**config.mk**
```make
export PLATFORM = sky130hd
export DESIGN_NAME = fetch_unit
export DESIGN_NICKNAME = d
export VERILOG_FILES = /design/src/rtl/fetch_unit.sv
export SDC_FILE = /design/constraint.sdc
export NUM_CORES = 1
export LEC_CHECK = 0
export CAP_MARGIN = 5
export CORE_MARGIN = 1
export CORE_UTILIZATION = 42
export CTS_CLUSTER_DIAMETER = 50
export CTS_CLUSTER_SIZE = 20
export DETAILED_ROUTE_END_ITERATION = 10
export PLACE_DENSITY = 0.75
export RECOVER_POWER = 100
export SLEW_MARGIN = 20
export SYNTH_ARGS = -nofsm -noshare
export SYNTH_HDL_FRONTEND = slang
export SYNTH_SLANG_ARGS = --single-unit
```
**constraint.sdc**
```tcl
create_clock -name clk -period 1.95 [get_ports clk]
set_input_delay 0.39 -clock clk [delete_from_list [all_inputs] [get_ports clk]]
set_output_delay 0.39 -clock clk [all_outputs]
set_load 0.1 [all_outputs]
```
**src/rtl/fetch_unit.sv**
```systemverilog
`default_nettype none
// +----------------------------------------------------------------------------+
// | Module : fetch_unit                                                        |
// | Brief  : MIPS instruction-fetch stage. Owns the PC, issues single-         |
// |          outstanding instruction requests, buffers returned words in a     |
// |          small FIFO and presents the head to decode. Redirects flush the   |
// |          stream and restart fetch at the new target.                       |
// | Ports  : clk, reset (async, active-low)                                    |
// |          ireq_valid/ireq_addr/ireq_ready    - request channel             |
// |          iresp_valid/iresp_data             - in-order response           |
// |          redirect_valid/redirect_pc         - branch/jump redirect        |
// |          fetch_valid/fetch_data_reg/decode_enable - output to decode      |
// | Rev    : 1.0  initial release                                              |
// +----------------------------------------------------------------------------+

package fetch_unit_pkg;
  typedef struct packed {
    logic [31:0] pc;
    logic [31:0] instruction;
    logic        jump;
  } fetch_data_t;
endpackage

module fetch_unit
  import fetch_unit_pkg::*;
#(
  parameter logic [31:0] RESET_PC    = 32'hbfc0_0000,
  parameter int          QUEUE_DEPTH = 2
) (
  input  logic        clk,
  input  logic        reset,
  output logic        ireq_valid,
  output logic [31:0] ireq_addr,
  input  logic        ireq_ready,
  input  logic        iresp_valid,
  input  logic [31:0] iresp_data,
  input  logic        redirect_valid,
  input  logic [31:0] redirect_pc,
  output logic        fetch_valid,
  output fetch_data_t fetch_data_reg,
  input  logic        decode_enable
);

  localparam int PTR_W = (QUEUE_DEPTH > 1) ? $clog2(QUEUE_DEPTH) : 1;
  localparam int CNT_W = $clog2(QUEUE_DEPTH + 1);
  localparam logic [CNT_W-1:0] DEPTH_C    = CNT_W'(QUEUE_DEPTH);
  localparam logic [PTR_W-1:0] LAST_PTR_C = PTR_W'(QUEUE_DEPTH - 1);

  typedef enum logic [1:0] {
    S_REQ  = 2'd0,
    S_WAIT = 2'd1,
    S_DROP = 2'd2
  } state_e;

  state_e              state_q, state_d;
  logic [31:0]         pc_q, pc_d;
  logic [31:0]         req_pc_q, req_pc_d;
  logic                new_stream_q, new_stream_d;
  logic [CNT_W-1:0]    count_q, count_d;
  logic [PTR_W-1:0]    rd_ptr_q, rd_ptr_d;
  logic [PTR_W-1:0]    wr_ptr_q, wr_ptr_d;
  fetch_data_t         mem_q [QUEUE_DEPTH];

  logic                req_fire;
  logic                push;
  logic                pop;

  assign ireq_addr   = pc_q;
  assign fetch_valid = (count_q != '0);
  // Head is forced to zero when empty so stale entries never leak out.
  assign fetch_data_reg = fetch_valid ? mem_q[rd_ptr_q] : '0;

  // A redirect flushes the FIFO, so it also cancels a coincident pop.
  assign pop = fetch_valid & decode_enable & ~redirect_valid;

  // -------------------------------------------------------------------------
  // Control FSM and PC next-state
  // -------------------------------------------------------------------------
  always_comb begin
    state_d      = state_q;
    pc_d         = pc_q;
    req_pc_d     = req_pc_q;
    new_stream_d = new_stream_q;
    ireq_valid   = 1'b0;
    req_fire     = 1'b0;
    push         = 1'b0;

    case (state_q)
      S_REQ: begin
        // Gated by reset so nothing is requested while the block is held.
        ireq_valid = reset & (count_q < DEPTH_C) & ~redirect_valid;
        req_fire   = ireq_valid & ireq_ready;
        if (req_fire) begin
          req_pc_d = pc_q;
          pc_d     = pc_q + 32'd4;
          state_d  = S_WAIT;
        end
      end
      S_WAIT: begin
        if (iresp_valid) begin
          push         = 1'b1;
          new_stream_d = 1'b0;
          state_d      = S_REQ;
        end
      end
      S_DROP: begin
        if (iresp_valid) begin
          state_d = S_REQ;
        end
      end
      default: begin
        state_d = S_REQ;
      end
    endcase

    if (redirect_valid) begin
      pc_d         = redirect_pc;
      new_stream_d = 1'b1;
      push         = 1'b0;
      // An outstanding request must still have its response swallowed.
      if (state_q == S_REQ || iresp_valid) begin
        state_d = S_REQ;
      end else begin
        state_d = S_DROP;
      end
    end
  end

  // -------------------------------------------------------------------------
  // FIFO pointers and occupancy
  // -------------------------------------------------------------------------
  always_comb begin
    count_d  = count_q;
    rd_ptr_d = rd_ptr_q;
    wr_ptr_d = wr_ptr_q;

    if (redirect_valid) begin
      count_d  = '0;
      rd_ptr_d = '0;
      wr_ptr_d = '0;
    end else begin
      if (push) begin
        wr_ptr_d = (wr_ptr_q == LAST_PTR_C) ? '0 : wr_ptr_q + PTR_W'(1);
      end
      if (pop) begin
        rd_ptr_d = (rd_ptr_q == LAST_PTR_C) ? '0 : rd_ptr_q + PTR_W'(1);
      end
      case ({push, pop})
        2'b10:   count_d = count_q + CNT_W'(1);
        2'b01:   count_d = count_q - CNT_W'(1);
        default: count_d = count_q;
      endcase
    end
  end

  // -------------------------------------------------------------------------
  // State registers
  // -------------------------------------------------------------------------
  always_ff @(posedge clk or negedge reset) begin
    if (!reset) begin
      state_q      <= S_REQ;
      pc_q         <= RESET_PC;
      req_pc_q     <= RESET_PC;
      new_stream_q <= 1'b1;
      count_q      <= '0;
      rd_ptr_q     <= '0;
      wr_ptr_q     <= '0;
    end else begin
      state_q      <= state_d;
      pc_q         <= pc_d;
      req_pc_q     <= req_pc_d;
      new_stream_q <= new_stream_d;
      count_q      <= count_d;
      rd_ptr_q     <= rd_ptr_d;
      wr_ptr_q     <= wr_ptr_d;
    end
  end

  always_ff @(posedge clk or negedge reset) begin
    if (!reset) begin
      for (int i = 0; i < QUEUE_DEPTH; i++) begin
        mem_q[i] <= '0;
      end
    end else if (push) begin
      mem_q[wr_ptr_q] <= '{pc: req_pc_q, instruction: iresp_data, jump: new_stream_q};
    end
  end

endmodule
`default_nettype wire

```
======== Yosys cells after proc, flatten, opt, wreduce, memory -nomap -nowiden ========
Cells that the tools add are included.
Widths: inputs -> output; s select.
word-level totals
  output and inout port bits .............. 99
  bits in registers ....................... 201
  input bits .............................. 70
operators by class
  add/sub/neg operators ................... 5
  multiplexer cells ....................... 30
  magnitude comparators ................... 4
  bitwise operators ....................... 8
  reduce and logical (&&, ||, !) cells .... 16
  equal/unequal tests ..................... 6
operator list
  kind                   number
  $mux 65                5
  $bwmux 130             1
  $mux 32                3
  $demux 65 s1           1
  $add 32x3->32 const B  1
  $reduce_bool 2->1      7
  $mux 1                 13
  $mux 2                 5
  $pmux 2 s2             2
  $reduce_and 2->1       4
  $and 1x1->1            5
  $eq 2x1->1 const B     2
  $eq 2x2->1 const B     2
  $ge 2x2->1 const B     2
  $not 1->2              2
  $ne 3x1->1 const B     1
  $ne 3x3->1 const B     1
  $reduce_bool 3->1      1
  $add 1x1->1 const B    2
  $add 2x1->2 const B    1
  $logic_not 2->1        1
  $lt 2x1->1 const B     1
  $lt 2x2->1 const B     1
  $reduce_or 2->1        1
  4 further kinds        4

======== Logic depth before layout (Yosys ltp) ========
  depth in word-level cells ............... 7
  depth in mapped cells ................... 8
  depth with buffers taken out ............ 7

======== Worst setup path after synthesis ========
No wires, ideal clock.
  kind .................................... register to output
  start ................................... register state_q[0]
  end ..................................... output ireq_valid
  arrival time ............................ 4051 ps
  stages on the path, launching flop included .. 6
  slack ................................... -2491 ps
  cell sequence ........................... dfrtp_1 inv_1 ha_1 clkbuf_1 inv_1 nor4b_1
on the way
  longest elaborated chain between the ends .. 2
RTL lines
  element                   RTL line  source
  start: declaration        55        state_e state_q, state_d;
  start signal: assignment  169       state_q <= state_d;
  $logic_not 2->1           88        case (state_q)
  $mux 1                    88
  end: declaration          32        output logic ireq_valid,
Every way passes these cells.

==> results.py <==
metrics = {
    "cts": {
        "cts_made_buffers": 21,
        "cts_root_buffer": "clkbuf_16",
        "cts_max_level": 1,
        "cts_tree": "yes",
        "clk_pin_slew_ns": 0.06,
        "clk_latency_ns": 0.50,
        "clock-sinks": 201,
        "clockBufferDepth": 3,
    },
    "power": {
        "max-vdd-ir-drop_mv": 0.655,
        "p_total_uw": 13800,
        "p_leak_uw": 0.00619,
        "cellPowerDensity_mw_per_mm2": 945,
    },
    "global_routing": {
        "grt_max_degree": 178,
        "grt_pass1_wl_um": 39900,
        "antenna_found_initial": 0,
        "grt_pass1_vias": 7381,
        "grt_use_total_pct": 22.6,
        "overflow": 0,
    },
    "sta": {
        "grt_setup_unrepaired": "true",
        "worst_slew_pin_slew_ns": 1.66,
        "tns_ns": -24.18,
        "fin_crit_sh_pct": 115,
        "setup_violations": 212,
        "fin_skew_ns": 0.0174,
        "slew-limit-headroom_pct": -10.7,
        "fin_ws_ns": -0.294,
        "fmax_mhz": 446,
        "hold_viol_final": 0,
        "drv_slew": 178,
        "finalCriticalPeriod_ns": 2.24,
    },
    "floorplanning": {
        "core_mm2": 0.0218,
        "io_pins": 169,
        "die_w_um": 151,
        "rows": 54,
        "die-area_mm2": 0.0229,
        "die_h_um": 151,
        "initial_core_util_pct": 42.9,
    },
    "placed_design": {
        "gp_congestion": 0.908,
        "port_buffers": 168,
        "hpwl_um": 15700,
    },
    "synthesis": {
        "syn-num-nets": 894,
        "synthCells": 821,
        "synth_top_flop_cell": "dfrtp_1",
        "seq_area_frac_synth_pct": 54.0,
        "synth_edf_count": 0,
        "yosysWarnings": 0,
        "ys_async_sr_fraction_pct": 100,
        "ys_ff_latch": 201,
        "ys_types": 56,
        "synth.area.top_cells": "dfrtp_1 49%, mux2_2 16%, mux2i_1 7.6%, nand2_1 5.4%, dfstp_2 5.3%",
        "synth_top_area_share_pct": 48.7,
        "syn_avg_cell_area_um2": 11.4,
        "syn-cell-area_mm2": 0.00936,
        "synth_area_leader_cell": "dfrtp_1",
    },
    "setup_path": {
        "cp-endpoint": "fetch_data_reg[48]",
        "cp.required_ns": 1.56,
        "endpoint_kind": "output port",
        "cp.arrival_ns": 1.85,
        "critPathLaunch": "rd_ptr_q",
        "start_kind": "flop",
        "r2r_cells": 8,
        "r2r-end": "count_q[1]",
        "r2r_slack_ns": -0.13,
        "reg2reg_from": "state_q[1]",
        "worstSetupPathType": "flop to output port",
        "critPathMaxFanout": 10,
    },
    "route": {
        "wl_per_cell_um": 19.6,
        "drc": 0,
        "drtIter0Drc": 403,
        "drtAntennaViolNets": 0,
        "vias": 7244,
        "firstDrtPassIters": 5,
        "viasPerCell": 5.42,
        "routed_wl_um": 26200,
    },
    "cells_and_area": {
        "mostFrequentLayoutCell": "dfrtp_1",
        "area_growth_pct": 56.1,
        "drive_gt1_share_pct": 47.4,
        "final_cell_mix": "177 x dfrtp_1, 135 x nand2_1, 125 x mux2_2",
        "post-route-util_pct": 66.9,
        "layout.nets": 1116,
        "antenna_cells": 0,
    },
    "status": {
        "violations": "capacitance limit, slew limit, setup timing",
        "status": "finished with violations",
    },
    "run": {
        "cap_violations": 1,
    },
    "worst_hold_path": {
        "hold_path_class": "input pin to flop",
    },
}
-- state kept, by name, summed over array words and instances (netlist names) --
name / flops
rd_ptr_q: 1
state_q: 2
ireq_addr: 32
count_q: 2
mem_q: 130
wr_ptr_q: 1
new_stream_q: 1
req_pc_q: 32
-- how the worst min path moves through the flow --
| stage | from | depth (start not counted) | slack (ns) | to |
|---|---|---|---|---|
| 2_1_floorplan | reset | 0 | 0.09 | count_q[0] |
| 3_3_place_gp | reset | 1 | 0.21 | ireq_addr[17] |
| 3_5_place_dp | reset | 1 | 0.21 | ireq_addr[17] |
| 4_1_cts | reset | 2 | 0.20 | mem_q[101] |
| 5_1_grt | redirect_valid | 2 | 0.40 | rd_ptr_q |
| 6_report | redirect_valid | 2 | 0.36 | rd_ptr_q |
-- timing repair --
action | CTS | global route
hold buffers | 1 | 0
endpoints found under the setup margin | 67 | 134
pin swaps | 16 | 11
setup buffers | 15 | 6
gates cloned | 9 | 5
endpoints found under the hold margin | 17 | 0
resized for setup | 79 | 28
-- metal layers --
| metal | vias up | track usage [%] | part of all wire (%) |
|---|---|---|---|
| met5 | - | 0 | 0 |
| met4 | 0 | 7.45 | 2.7 |
| met3 | 41 | 2.50 | 4.8 |
| met2 | 233 | 38.7 | 50 |
| met1 | 3653 | 29.8 | 42 |
| li1 | 3317 | - | - |
-- kinds of logic after synthesis --
group           after synthesis  share of synthesized area (%)
mux                         203                           23.5
flops                       201                           54.0
fa+ha+maj                     3                          0.401
xor+xnor                      7                          0.655
buf+inv                      61                           3.05
compound gates               58                           4.15
simple gates                288                           14.2
-- cells in the mapped netlist, types with 3 or more instances --
cell / number
xor2_1: 4
o21ai_0: 17
inv_1: 12
o211ai_1: 10
nor3_1: 7
a22oi_1: 3
buf_1: 5
and3_1: 3
clkbuf_1: 18
buf_2: 21
nand2_1: 135
nand3_1: 21
xnor2_1: 3
mux2i_1: 71
ha_1: 3
nor4_1: 3
a31oi_1: 3
mux2_2: 132
nor2_1: 81
dfrtp_1: 182
a221o_1: 3
nand4_1: 11
dfstp_2: 19
and2_1: 3
a21oi_1: 7
o311ai_0: 3
buf_6: 3
-- where the power goes --
group | total (µW) | leakage [µW] | internal (µW) | switching, µW
Sequential | 5960 | 0.00257 | 5160 | 797
Combinational | 3970 | 0.00329 | 1830 | 2130
Clock | 3880 | 0.000326 | 2060 | 1820
Total | 13800 | 0.00619 | 9060 | 4750
-- final cells by class --
type,instances,area [µm²]
fill,1539,7220
sequential,201,5090
multi-input combinational,559,4820
timing repair buffer,248,3610
clock buffer,21,526
tap,280,350
clock inverter,16,146
inverter,12,55.1
-- critical path, cell delays in order, from the launching register on --
cell and delay, ns:
dfrtp_4 0.50, buf_12 0.17, buf_16 0.17, mux2i_4 0.20
nor2_4 0.11, buf_12 0.18
-- through the flow --
| stage | cells | setup slack [ns] | cell area (µm²) | hold slack [ns] |
|---|---|---|---|---|
| 2_1_floorplan | 821 | -0.435 | 9880 | 0.0944 |
| 4_1_cts | 1327 | -0.321 | 14500 | 0.196 |
| 5_1_grt | 1337 | -0.341 | 14600 | 0.399 |
| 3_5_place_dp | 1265 | -0.234 | 13200 | 0.214 |
| 3_3_place_gp | 1265 | -0.173 | 13200 | 0.214 |
| 6_report | 1337 | -0.294 | 14600 | 0.364 |
(Power assumes the default switching activity.)
